===== src/rtl/dsp_nco_pkg.sv =====
// Shared definitions for the NCO and its sweep controller: state encoding and
// the default frequency-word width that the NCO also uses.
package dsp_nco_pkg;

  localparam int unsigned PHI_WIDTH_DEF = 32;
  localparam int unsigned CNT_WIDTH_DEF = 16;

  // Sweep controller states
  typedef logic [1:0] state_t;
  localparam state_t S_IDLE  = 2'd0;
  localparam state_t S_SWEEP = 2'd1;
  localparam state_t S_DWELL = 2'd2;

endpackage


===== src/rtl/dsp_nco_sweep_if.sv =====
// Control/config bus of the sweep controller. The master side issues start/stop
// and the sweep configuration; the slave side (the controller) returns the NCO
// drive and status.
interface dsp_nco_sweep_if
  import dsp_nco_pkg::*;
#(
  parameter int unsigned PHI_WIDTH = PHI_WIDTH_DEF,
  parameter int unsigned CNT_WIDTH = CNT_WIDTH_DEF
);
  logic                 start;
  logic                 stop;
  logic                 repeat_en;
  logic [PHI_WIDTH-1:0] f_start;
  logic [PHI_WIDTH-1:0] f_stop;
  logic [PHI_WIDTH-1:0] f_step;
  logic [CNT_WIDTH-1:0] hold_len;
  logic [CNT_WIDTH-1:0] dwell_len;
  logic                 nco_en;
  logic [PHI_WIDTH-1:0] phi_inc;
  logic                 busy;
  logic                 done;

  modport master (
    output start, stop, repeat_en, f_start, f_stop, f_step, hold_len, dwell_len,
    input  nco_en, phi_inc, busy, done
  );

  modport slave (
    input  start, stop, repeat_en, f_start, f_stop, f_step, hold_len, dwell_len,
    output nco_en, phi_inc, busy, done
  );
endinterface


===== src/rtl/dsp_nco_sweep_cnt.sv =====
// Loadable down-counter with terminal-count flag. It stops at zero; tc is high
// while the count is zero, so loading N gives N+1 cycles until tc.
module dsp_nco_sweep_cnt #(
  parameter int unsigned CNT_WIDTH = 16
) (
  input  logic                 clk,
  input  logic                 rst_n,
  input  logic                 clr,
  input  logic                 load,
  input  logic [CNT_WIDTH-1:0] load_val,
  output logic                 tc
);
  localparam logic [CNT_WIDTH-1:0] CntOne = 1;

  logic [CNT_WIDTH-1:0] cnt_q;

  // Clear has priority over load; otherwise count down to zero and stay.
  always_ff @(posedge clk or negedge rst_n) begin
    if (!rst_n) begin
      cnt_q <= '0;
    end else if (clr) begin
      cnt_q <= '0;
    end else if (load) begin
      cnt_q <= load_val;
    end else if (cnt_q != '0) begin
      cnt_q <= cnt_q - CntOne;
    end
  end

  assign tc = (cnt_q == '0);
endmodule


===== src/rtl/dsp_nco_sweep.sv =====
// Linear frequency-sweep (chirp) controller driving the NCO phi_inc/en.
// Optional build macro DSP_NCO_SWEEP_DOWN_EN: when defined, f_start > f_stop
// sweeps downward; when undefined only upward sweeps exist and no subtractor
// is built. PHI_WIDTH must match the width of the bus interface instance.
module dsp_nco_sweep
  import dsp_nco_pkg::*;
#(
  parameter int unsigned PHI_WIDTH = PHI_WIDTH_DEF,
  parameter int unsigned CNT_WIDTH = CNT_WIDTH_DEF
) (
  input logic             clk,
  input logic             rst_n,
  dsp_nco_sweep_if.slave  bus
);
  localparam logic [CNT_WIDTH-1:0] CntOne = 1;

  state_t               state_q, state_d;
  logic [PHI_WIDTH-1:0] phi_q, phi_d;
  logic                 en_q, en_d;
  logic                 busy_q, busy_d;
  logic                 done_q, done_d;

  // Configuration captured on the accepted start
  logic [PHI_WIDTH-1:0] start_q, stop_q, step_q;
  logic [CNT_WIDTH-1:0] hold_q, dwell_q;
  logic                 rep_q;
  logic                 cfg_load;

  logic                 hold_load, dwell_load, cnt_clr;
  logic                 hold_tc, dwell_tc;
  logic [CNT_WIDTH-1:0] hold_val, dwell_val;

  // In IDLE the entry values come straight from the bus, otherwise from the latch
  logic [PHI_WIDTH-1:0] src_start, src_stop;
  logic [CNT_WIDTH-1:0] src_hold, src_dwell;

  logic [PHI_WIDTH:0]   nxt_up;
  logic                 clamp;

`ifdef DSP_NCO_SWEEP_DOWN_EN
  logic                 dir_q, dir_d;
  logic [PHI_WIDTH:0]   nxt_dn;
`endif

  // True when a sweep entered from (fs, fp) skips SWEEP and sits at f_stop
  function automatic logic direct_dwell(input logic [PHI_WIDTH-1:0] fs,
                                        input logic [PHI_WIDTH-1:0] fp);
`ifdef DSP_NCO_SWEEP_DOWN_EN
    return fs == fp;
`else
    return fs >= fp;
`endif
  endfunction

  // Select config source and compute next step with clamp decision
  always_comb begin
    src_start = (state_q == S_IDLE) ? bus.f_start   : start_q;
    src_stop  = (state_q == S_IDLE) ? bus.f_stop    : stop_q;
    src_hold  = (state_q == S_IDLE) ? bus.hold_len  : hold_q;
    src_dwell = (state_q == S_IDLE) ? bus.dwell_len : dwell_q;
    // A length of N means the counter is loaded with N-1; 0 behaves like 1
    hold_val  = (src_hold  == '0) ? '0 : src_hold  - CntOne;
    dwell_val = (src_dwell == '0) ? '0 : src_dwell - CntOne;
    // Extra bit keeps the carry so overflow clamps instead of wrapping
    nxt_up    = {1'b0, phi_q} + {1'b0, step_q};
`ifdef DSP_NCO_SWEEP_DOWN_EN
    nxt_dn    = {1'b0, phi_q} - {1'b0, step_q};
    if (dir_q) begin
      clamp = nxt_dn[PHI_WIDTH] || (nxt_dn[PHI_WIDTH-1:0] <= stop_q);
    end else begin
      clamp = nxt_up >= {1'b0, stop_q};
    end
`else
    clamp     = nxt_up >= {1'b0, stop_q};
`endif
  end

  // Next-state logic; stop overrides everything
  always_comb begin
    state_d    = state_q;
    phi_d      = phi_q;
    en_d       = en_q;
    busy_d     = busy_q;
    done_d     = 1'b0;
    cfg_load   = 1'b0;
    hold_load  = 1'b0;
    dwell_load = 1'b0;
    cnt_clr    = 1'b0;
`ifdef DSP_NCO_SWEEP_DOWN_EN
    dir_d      = dir_q;
`endif
    if (bus.stop) begin
      state_d = S_IDLE;
      phi_d   = '0;
      en_d    = 1'b0;
      busy_d  = 1'b0;
      cnt_clr = 1'b1;
    end else begin
      unique case (state_q)
        S_IDLE, S_DWELL: begin
          if ((state_q == S_IDLE && bus.start) ||
              (state_q == S_DWELL && dwell_tc && rep_q)) begin
            cfg_load = (state_q == S_IDLE);
            en_d     = 1'b1;
            busy_d   = 1'b1;
`ifdef DSP_NCO_SWEEP_DOWN_EN
            dir_d    = src_start > src_stop;
`endif
            if (direct_dwell(src_start, src_stop)) begin
              state_d    = S_DWELL;
              phi_d      = src_stop;
              dwell_load = 1'b1;
            end else begin
              state_d   = S_SWEEP;
              phi_d     = src_start;
              hold_load = 1'b1;
            end
          end else if (state_q == S_DWELL && dwell_tc) begin
            state_d = S_IDLE;
            phi_d   = '0;
            en_d    = 1'b0;
            busy_d  = 1'b0;
            done_d  = 1'b1;
          end
        end
        S_SWEEP: begin
          if (hold_tc) begin
            if (clamp) begin
              state_d    = S_DWELL;
              phi_d      = stop_q;
              dwell_load = 1'b1;
            end else begin
`ifdef DSP_NCO_SWEEP_DOWN_EN
              phi_d = dir_q ? nxt_dn[PHI_WIDTH-1:0] : nxt_up[PHI_WIDTH-1:0];
`else
              phi_d = nxt_up[PHI_WIDTH-1:0];
`endif
              hold_load = 1'b1;
            end
          end
        end
        default: begin
          state_d = S_IDLE;
          phi_d   = '0;
          en_d    = 1'b0;
          busy_d  = 1'b0;
          cnt_clr = 1'b1;
        end
      endcase
    end
  end

  // Control and output registers
  always_ff @(posedge clk or negedge rst_n) begin
    if (!rst_n) begin
      state_q <= S_IDLE;
      phi_q   <= '0;
      en_q    <= 1'b0;
      busy_q  <= 1'b0;
      done_q  <= 1'b0;
    end else begin
      state_q <= state_d;
      phi_q   <= phi_d;
      en_q    <= en_d;
      busy_q  <= busy_d;
      done_q  <= done_d;
    end
  end

  // Configuration latch, written only when a start is accepted
  always_ff @(posedge clk or negedge rst_n) begin
    if (!rst_n) begin
      start_q <= '0;
      stop_q  <= '0;
      step_q  <= '0;
      hold_q  <= '0;
      dwell_q <= '0;
      rep_q   <= 1'b0;
    end else if (cfg_load) begin
      start_q <= bus.f_start;
      stop_q  <= bus.f_stop;
      step_q  <= bus.f_step;
      hold_q  <= bus.hold_len;
      dwell_q <= bus.dwell_len;
      rep_q   <= bus.repeat_en;
    end
  end

`ifdef DSP_NCO_SWEEP_DOWN_EN
  // Sweep direction, decided on every entry into a sweep
  always_ff @(posedge clk or negedge rst_n) begin
    if (!rst_n) dir_q <= 1'b0;
    else        dir_q <= dir_d;
  end
`endif

  dsp_nco_sweep_cnt #(.CNT_WIDTH(CNT_WIDTH)) u_hold_cnt (
    .clk      (clk),
    .rst_n    (rst_n),
    .clr      (cnt_clr),
    .load     (hold_load),
    .load_val (hold_val),
    .tc       (hold_tc)
  );

  dsp_nco_sweep_cnt #(.CNT_WIDTH(CNT_WIDTH)) u_dwell_cnt (
    .clk      (clk),
    .rst_n    (rst_n),
    .clr      (cnt_clr),
    .load     (dwell_load),
    .load_val (dwell_val),
    .tc       (dwell_tc)
  );

  assign bus.nco_en  = en_q;
  assign bus.phi_inc = phi_q;
  assign bus.busy    = busy_q;
  assign bus.done    = done_q;
endmodule

===== src/flat_wrapper.sv =====
// flat-port wrapper written by rule: the top's interface ports become plain ports
module dsp_nco_sweep_flat import dsp_nco_pkg::*;
#(
  parameter int unsigned PHI_WIDTH = PHI_WIDTH_DEF,
  parameter int unsigned CNT_WIDTH = CNT_WIDTH_DEF
)
  (clk, rst_n, bus_start, bus_stop, bus_repeat_en, bus_f_start, bus_f_stop, bus_f_step, bus_hold_len, bus_dwell_len, bus_nco_en, bus_phi_inc, bus_busy, bus_done);
  dsp_nco_sweep_if #(.PHI_WIDTH(PHI_WIDTH), .CNT_WIDTH(CNT_WIDTH)) bus_i ();
  input logic clk;
  input logic rst_n;
  input wire logic [$bits(bus_i.start)-1:0] bus_start;
  input wire logic [$bits(bus_i.stop)-1:0] bus_stop;
  input wire logic [$bits(bus_i.repeat_en)-1:0] bus_repeat_en;
  input wire logic [$bits(bus_i.f_start)-1:0] bus_f_start;
  input wire logic [$bits(bus_i.f_stop)-1:0] bus_f_stop;
  input wire logic [$bits(bus_i.f_step)-1:0] bus_f_step;
  input wire logic [$bits(bus_i.hold_len)-1:0] bus_hold_len;
  input wire logic [$bits(bus_i.dwell_len)-1:0] bus_dwell_len;
  output wire logic [$bits(bus_i.nco_en)-1:0] bus_nco_en;
  output wire logic [$bits(bus_i.phi_inc)-1:0] bus_phi_inc;
  output wire logic [$bits(bus_i.busy)-1:0] bus_busy;
  output wire logic [$bits(bus_i.done)-1:0] bus_done;
  assign bus_i.start = bus_start;
  assign bus_i.stop = bus_stop;
  assign bus_i.repeat_en = bus_repeat_en;
  assign bus_i.f_start = bus_f_start;
  assign bus_i.f_stop = bus_f_stop;
  assign bus_i.f_step = bus_f_step;
  assign bus_i.hold_len = bus_hold_len;
  assign bus_i.dwell_len = bus_dwell_len;
  assign bus_nco_en = bus_i.nco_en;
  assign bus_phi_inc = bus_i.phi_inc;
  assign bus_busy = bus_i.busy;
  assign bus_done = bus_i.done;
  dsp_nco_sweep #(.PHI_WIDTH(PHI_WIDTH), .CNT_WIDTH(CNT_WIDTH)) u_core (.clk(clk), .rst_n(rst_n), .bus(bus_i));
endmodule

===== config.mk =====
export PLATFORM = sky130hd
export DESIGN_NAME = dsp_nco_sweep_flat
export DESIGN_NICKNAME = d
export VERILOG_FILES = /design/src/rtl/dsp_nco_pkg.sv /design/src/rtl/dsp_nco_sweep_if.sv /design/src/rtl/dsp_nco_sweep_cnt.sv /design/src/rtl/dsp_nco_sweep.sv /design/src/flat_wrapper.sv
export SDC_FILE = /design/constraint.sdc
export NUM_CORES = 1
export LEC_CHECK = 0
export BUFFER_PORTS_ARGS = -buffer_cell sky130_fd_sc_hd__buf_2
export CAP_MARGIN = 5
export CELL_PAD_IN_SITES_DETAIL_PLACEMENT = 1
export CELL_PAD_IN_SITES_GLOBAL_PLACEMENT = 1
export CORE_MARGIN = 2
export CORE_UTILIZATION = 35
export DETAILED_ROUTE_END_ITERATION = 16
export PLACE_DENSITY_LB_ADDON = 0.1
export SLEW_MARGIN = 30
export SYNTH_ARGS = -nofsm -noshare
export SYNTH_HDL_FRONTEND = slang
export SYNTH_SLANG_ARGS = --single-unit

===== constraint.sdc =====
create_clock -name clk -period 14.2 [get_ports clk]
set_input_delay 0.71 -clock clk [delete_from_list [all_inputs] [get_ports clk]]
set_output_delay 0.71 -clock clk [all_outputs]
set_load 0.02 [all_outputs]

==> results.cfg <==
[setup_path]
path_cells = ha_1, inv_1, fa_1, nand2b_1, a21oi_1, o21ai_0, o31ai_1, a21oi_1, mux2i_1, nand2_1, ha_1, nand4_1, nor4_1, nand2_1, o211ai_1, a41oi_1, nand2_1, buf_4, nor2_1, a211oi_1, a21oi_1
critical_path_arrival_ps = 7100
worstSetupStartpointType = flip-flop
reg2reg_depth = 21
crit_family = compound AO/OA/AOI/OAI gates
path_max_fanout = 22
cp.required_ps = 14540
path_depth = 21
reg2reg_from = u_core.bus.phi_inc[0]
cpPeakStageDelay_ps = 740
critPathLaunch = u_core.bus.phi_inc[0]
end_kind = flip-flop
cpMaxStageDelayCell = nand2_1
crit_type = reg -> reg
crit_buf_inv = 2

[grt]
use_met2_pct = 39.7
met3_usage_pct = 4.24
grt_usage_pct = 23.4
grt_pass1_vias = 12700
grt_use_met1_pct = 30.5
antenna_found_initial = 2
grt-ovfl-total = 0
grt_pass1_wl_um = 74900
grt_most_used_layer = met2
grt_max_degree = 81

[synth]
ys_seq_area_share_pct = 35.2
synth_cells = 1511
syn-num-nets = 1747
synth_seq_cells = 197
netlist_area_um2 = 14000
ys_types = 67
yosys.area.top_type = dfrtp_1
ys.flop_type = dfrtp_1
yosys.area.top_type_share_pct = 35.2
ys_warn_count = 0
synthArstFlopShare_pct = 100
avgSynthCellArea_um2 = 9.27
synthTopCellsByArea = dfrtp_1 (35%), mux2_2 (9.9%), ha_1 (9.1%)
synth-edff-count = 0

[clock_tree]
clkTransAtPathRegs_ps = 80
cts_resized = 0
htree_levels = 4
cts_buffers = 17
postCtsHoldBufs = 0
cts_tree = yes
insertion_delay_ps = 470
clock-sinks = 197
clock_tree.root_cell = clkbuf_16
clockBufferDepth = 2
post-cts-setup-buffers = 0

[finish]
num-nets-final = 1877
syn_to_final_growth_pct = 14.5
drive_gt1_share_pct = 21.6

[power_and_ir_drop]
net-switching-power_mw = 2.05
clkPwrFrac_pct = 13.3
p_per_area_nw_per_um2 = 269
cellLeakagePower_nw = 7.48
swShare_pct = 47.4
peakVddDrop_uv = 96.5
seqPwrFrac_pct = 23.3
p_int_mw = 2.27
comb_power_share_pct = 63.4

[floorplanning]
start_util_pct = 35.3
die_area_um2 = 41600
ios = 168
fp.dieW_um = 204
coreArea_um2 = 39600
placementRows = 73
die_y_um = 204

[outcome]
status = complete, no violations

[routing]
wl_um = 47700
ant_nets = 0
avgViaCountPerCell = 5.46
drc = 0
drtIter0Drc = 510
wire_per_inst_um = 21.9
vias = 11900
drt_pass1_iterations = 4

[sta]
timing.final.ws_setup_ps = 7440
fmax_ghz = 0.148
final-setup-viol-count = 0
rsz0062_at_grt = false
tns_ps = 0
post-route-period-util_pct = 47.6
final.setup_skew_ps = 14.7
drv_slew = 0
worst_slew_pin_slew_ps = 889
max_slew_margin_pct = 40.7
post-route-min-period_ps = 6760
finalHoldViolations = 0

[min_path]
hold_class = in -> async

[placed_design]
hpwl_um = 35400
portBuffers = 167
place_ws_ps = 7490
place.gp.congestion = 0.894

[flow_run]
maxCapViolCount = 0
[sequential cells by signal (all words and copies together), names as in the netlist]
register and flops:
u_core.bus.done 1, u_core.bus.nco_en 1, u_core.bus.phi_inc 32, u_core.dwell_q 16
u_core.hold_q 16, u_core.rep_q 1, u_core.start_q 32, u_core.state_q 2
u_core.step_q 32, u_core.stop_q 32, u_core.u_dwell_cnt.cnt_q 16, u_core.u_hold_cnt.cnt_q 16
[final cells by class]
type / instances / area, µm²
Antenna cell: 2 / 5.00
Clock buffer: 23 / 508
Clock inverter: 8 / 168
Fill cell: 4645 / 23600
Inverter: 86 / 323
Multi-Input combinational cell: 1154 / 8470
Sequential cell: 197 / 4930
Tap cell: 525 / 657
Timing Repair Buffer: 185 / 983
[layer usage]
layer / share of wire [%] / routed length, µm / vias to the layer above
li1: - / - / 5745
met5: 0.019 / 9 / -
met2: 48 / 23000 / 185
met4: 2.3 / 1100 / 2
met3: 3.5 / 1670 / 53
met1: 46 / 22000 / 5913
[cells in the final DEF, fill, tap and decap left out, drive strengths merged, types with 20 or more instances in the layout]
cell type	n
inv	86
buf	184
nand4	20
mux2i	96
a211oi	49
o21ai	72
nand2	103
dfrtp	197
o31ai	23
a21oi	114
o22ai	34
xnor2	44
ha	102
nand3	33
nor3	44
xor2	26
mux2	123
nor2	109
clkbuf	24
[synthesized netlist by cell type (5+ instances only)]
| master | count |
|---|---|
| a211oi_1 | 49 |
| a21o_1 | 17 |
| a21oi_1 | 113 |
| a31oi_1 | 6 |
| and3_1 | 6 |
| buf_1 | 5 |
| buf_2 | 14 |
| clkbuf_1 | 53 |
| dfrtp_1 | 197 |
| ha_1 | 102 |
| inv_1 | 86 |
| mux2_2 | 123 |
| mux2i_1 | 96 |
| nand2_1 | 102 |
| nand2b_1 | 19 |
| nand3_1 | 33 |
| nand4_1 | 19 |
| nor2_1 | 108 |
| nor2b_1 | 5 |
| nor3_1 | 43 |
| nor4_1 | 14 |
| o211ai_1 | 10 |
| o21a_1 | 7 |
| o21ai_0 | 71 |
| o21bai_1 | 6 |
| o22ai_1 | 34 |
| o31ai_1 | 23 |
| or3_1 | 14 |
| xnor2_1 | 44 |
| xor2_1 | 26 |
[path summary, 6_finish.rpt]
path / end / slack (ps)
max: u_core.bus.phi_inc[25] / 7440
min: u_core.dwell_q[12] / 270
max reg2reg: u_core.bus.phi_inc[25] / 7440
min reg2reg: u_core.bus.done / 460
max in group asynchronous: u_core.stop_q[22] / 11780
min in group clk: u_core.bus.done / 460
[logic make-up (layout without fill, tap and decap cells)]
kind of cell / Yosys count / after routing / synth area share (%)
XOR/XNOR: 70 / 70 / 4.38
AO/OA/AOI/OAI: 373 / 373 / 16.7
other: 0 / 2 / 0
flip-flops: 197 / 197 / 35.2
AND/OR/NAND/NOR: 389 / 389 / 13.2
multiplexers: 219 / 219 / 16.8
adder cells (fa/ha/maj): 103 / 103 / 9.26
buffers and inverters: 160 / 302 / 4.49
[worst register-to-register path, stage by stage, from the launching register on]
cell and delay [ps]:
dfrtp_1 390, ha_1 220, inv_1 70, fa_1 390, nand2b_1 180, a21oi_1 290, o21ai_0 270, o31ai_1 550
a21oi_1 250, mux2i_1 240, nand2_1 80, ha_1 350, nand4_1 130, nor4_1 510, nand2_1 110, o211ai_1 270
a41oi_1 340, nand2_1 740, buf_4 490, nor2_1 230, a211oi_1 410, a21oi_1 130
[through the flow]
stage	area (µm²)	instances	power, mW	util [%]	hold WS (ps)
floorplan	14000	1511	2.94	-	414
global placement	15400	2147	3.70	38.7	459
detailed placement	15400	2147	3.75	38.7	466
CTS	16000	2178	4.35	40.4	302
global route	16000	2178	4.69	40.4	318
finish	16000	2180	4.32	40.5	267
[power groups by stage]
stage                     Sequential, mW  Clock (mW)  Combinational [mW]
after floorplan                    0.974           0                1.97
after global placement              1.01           0                2.69
after detailed placement            1.02           0                2.73
after CTS                           1.01       0.591                2.75
after global routing                1.04       0.609                3.04
final                               1.01       0.572                2.74
Note: power is estimated with default switching activity, not from simulation.
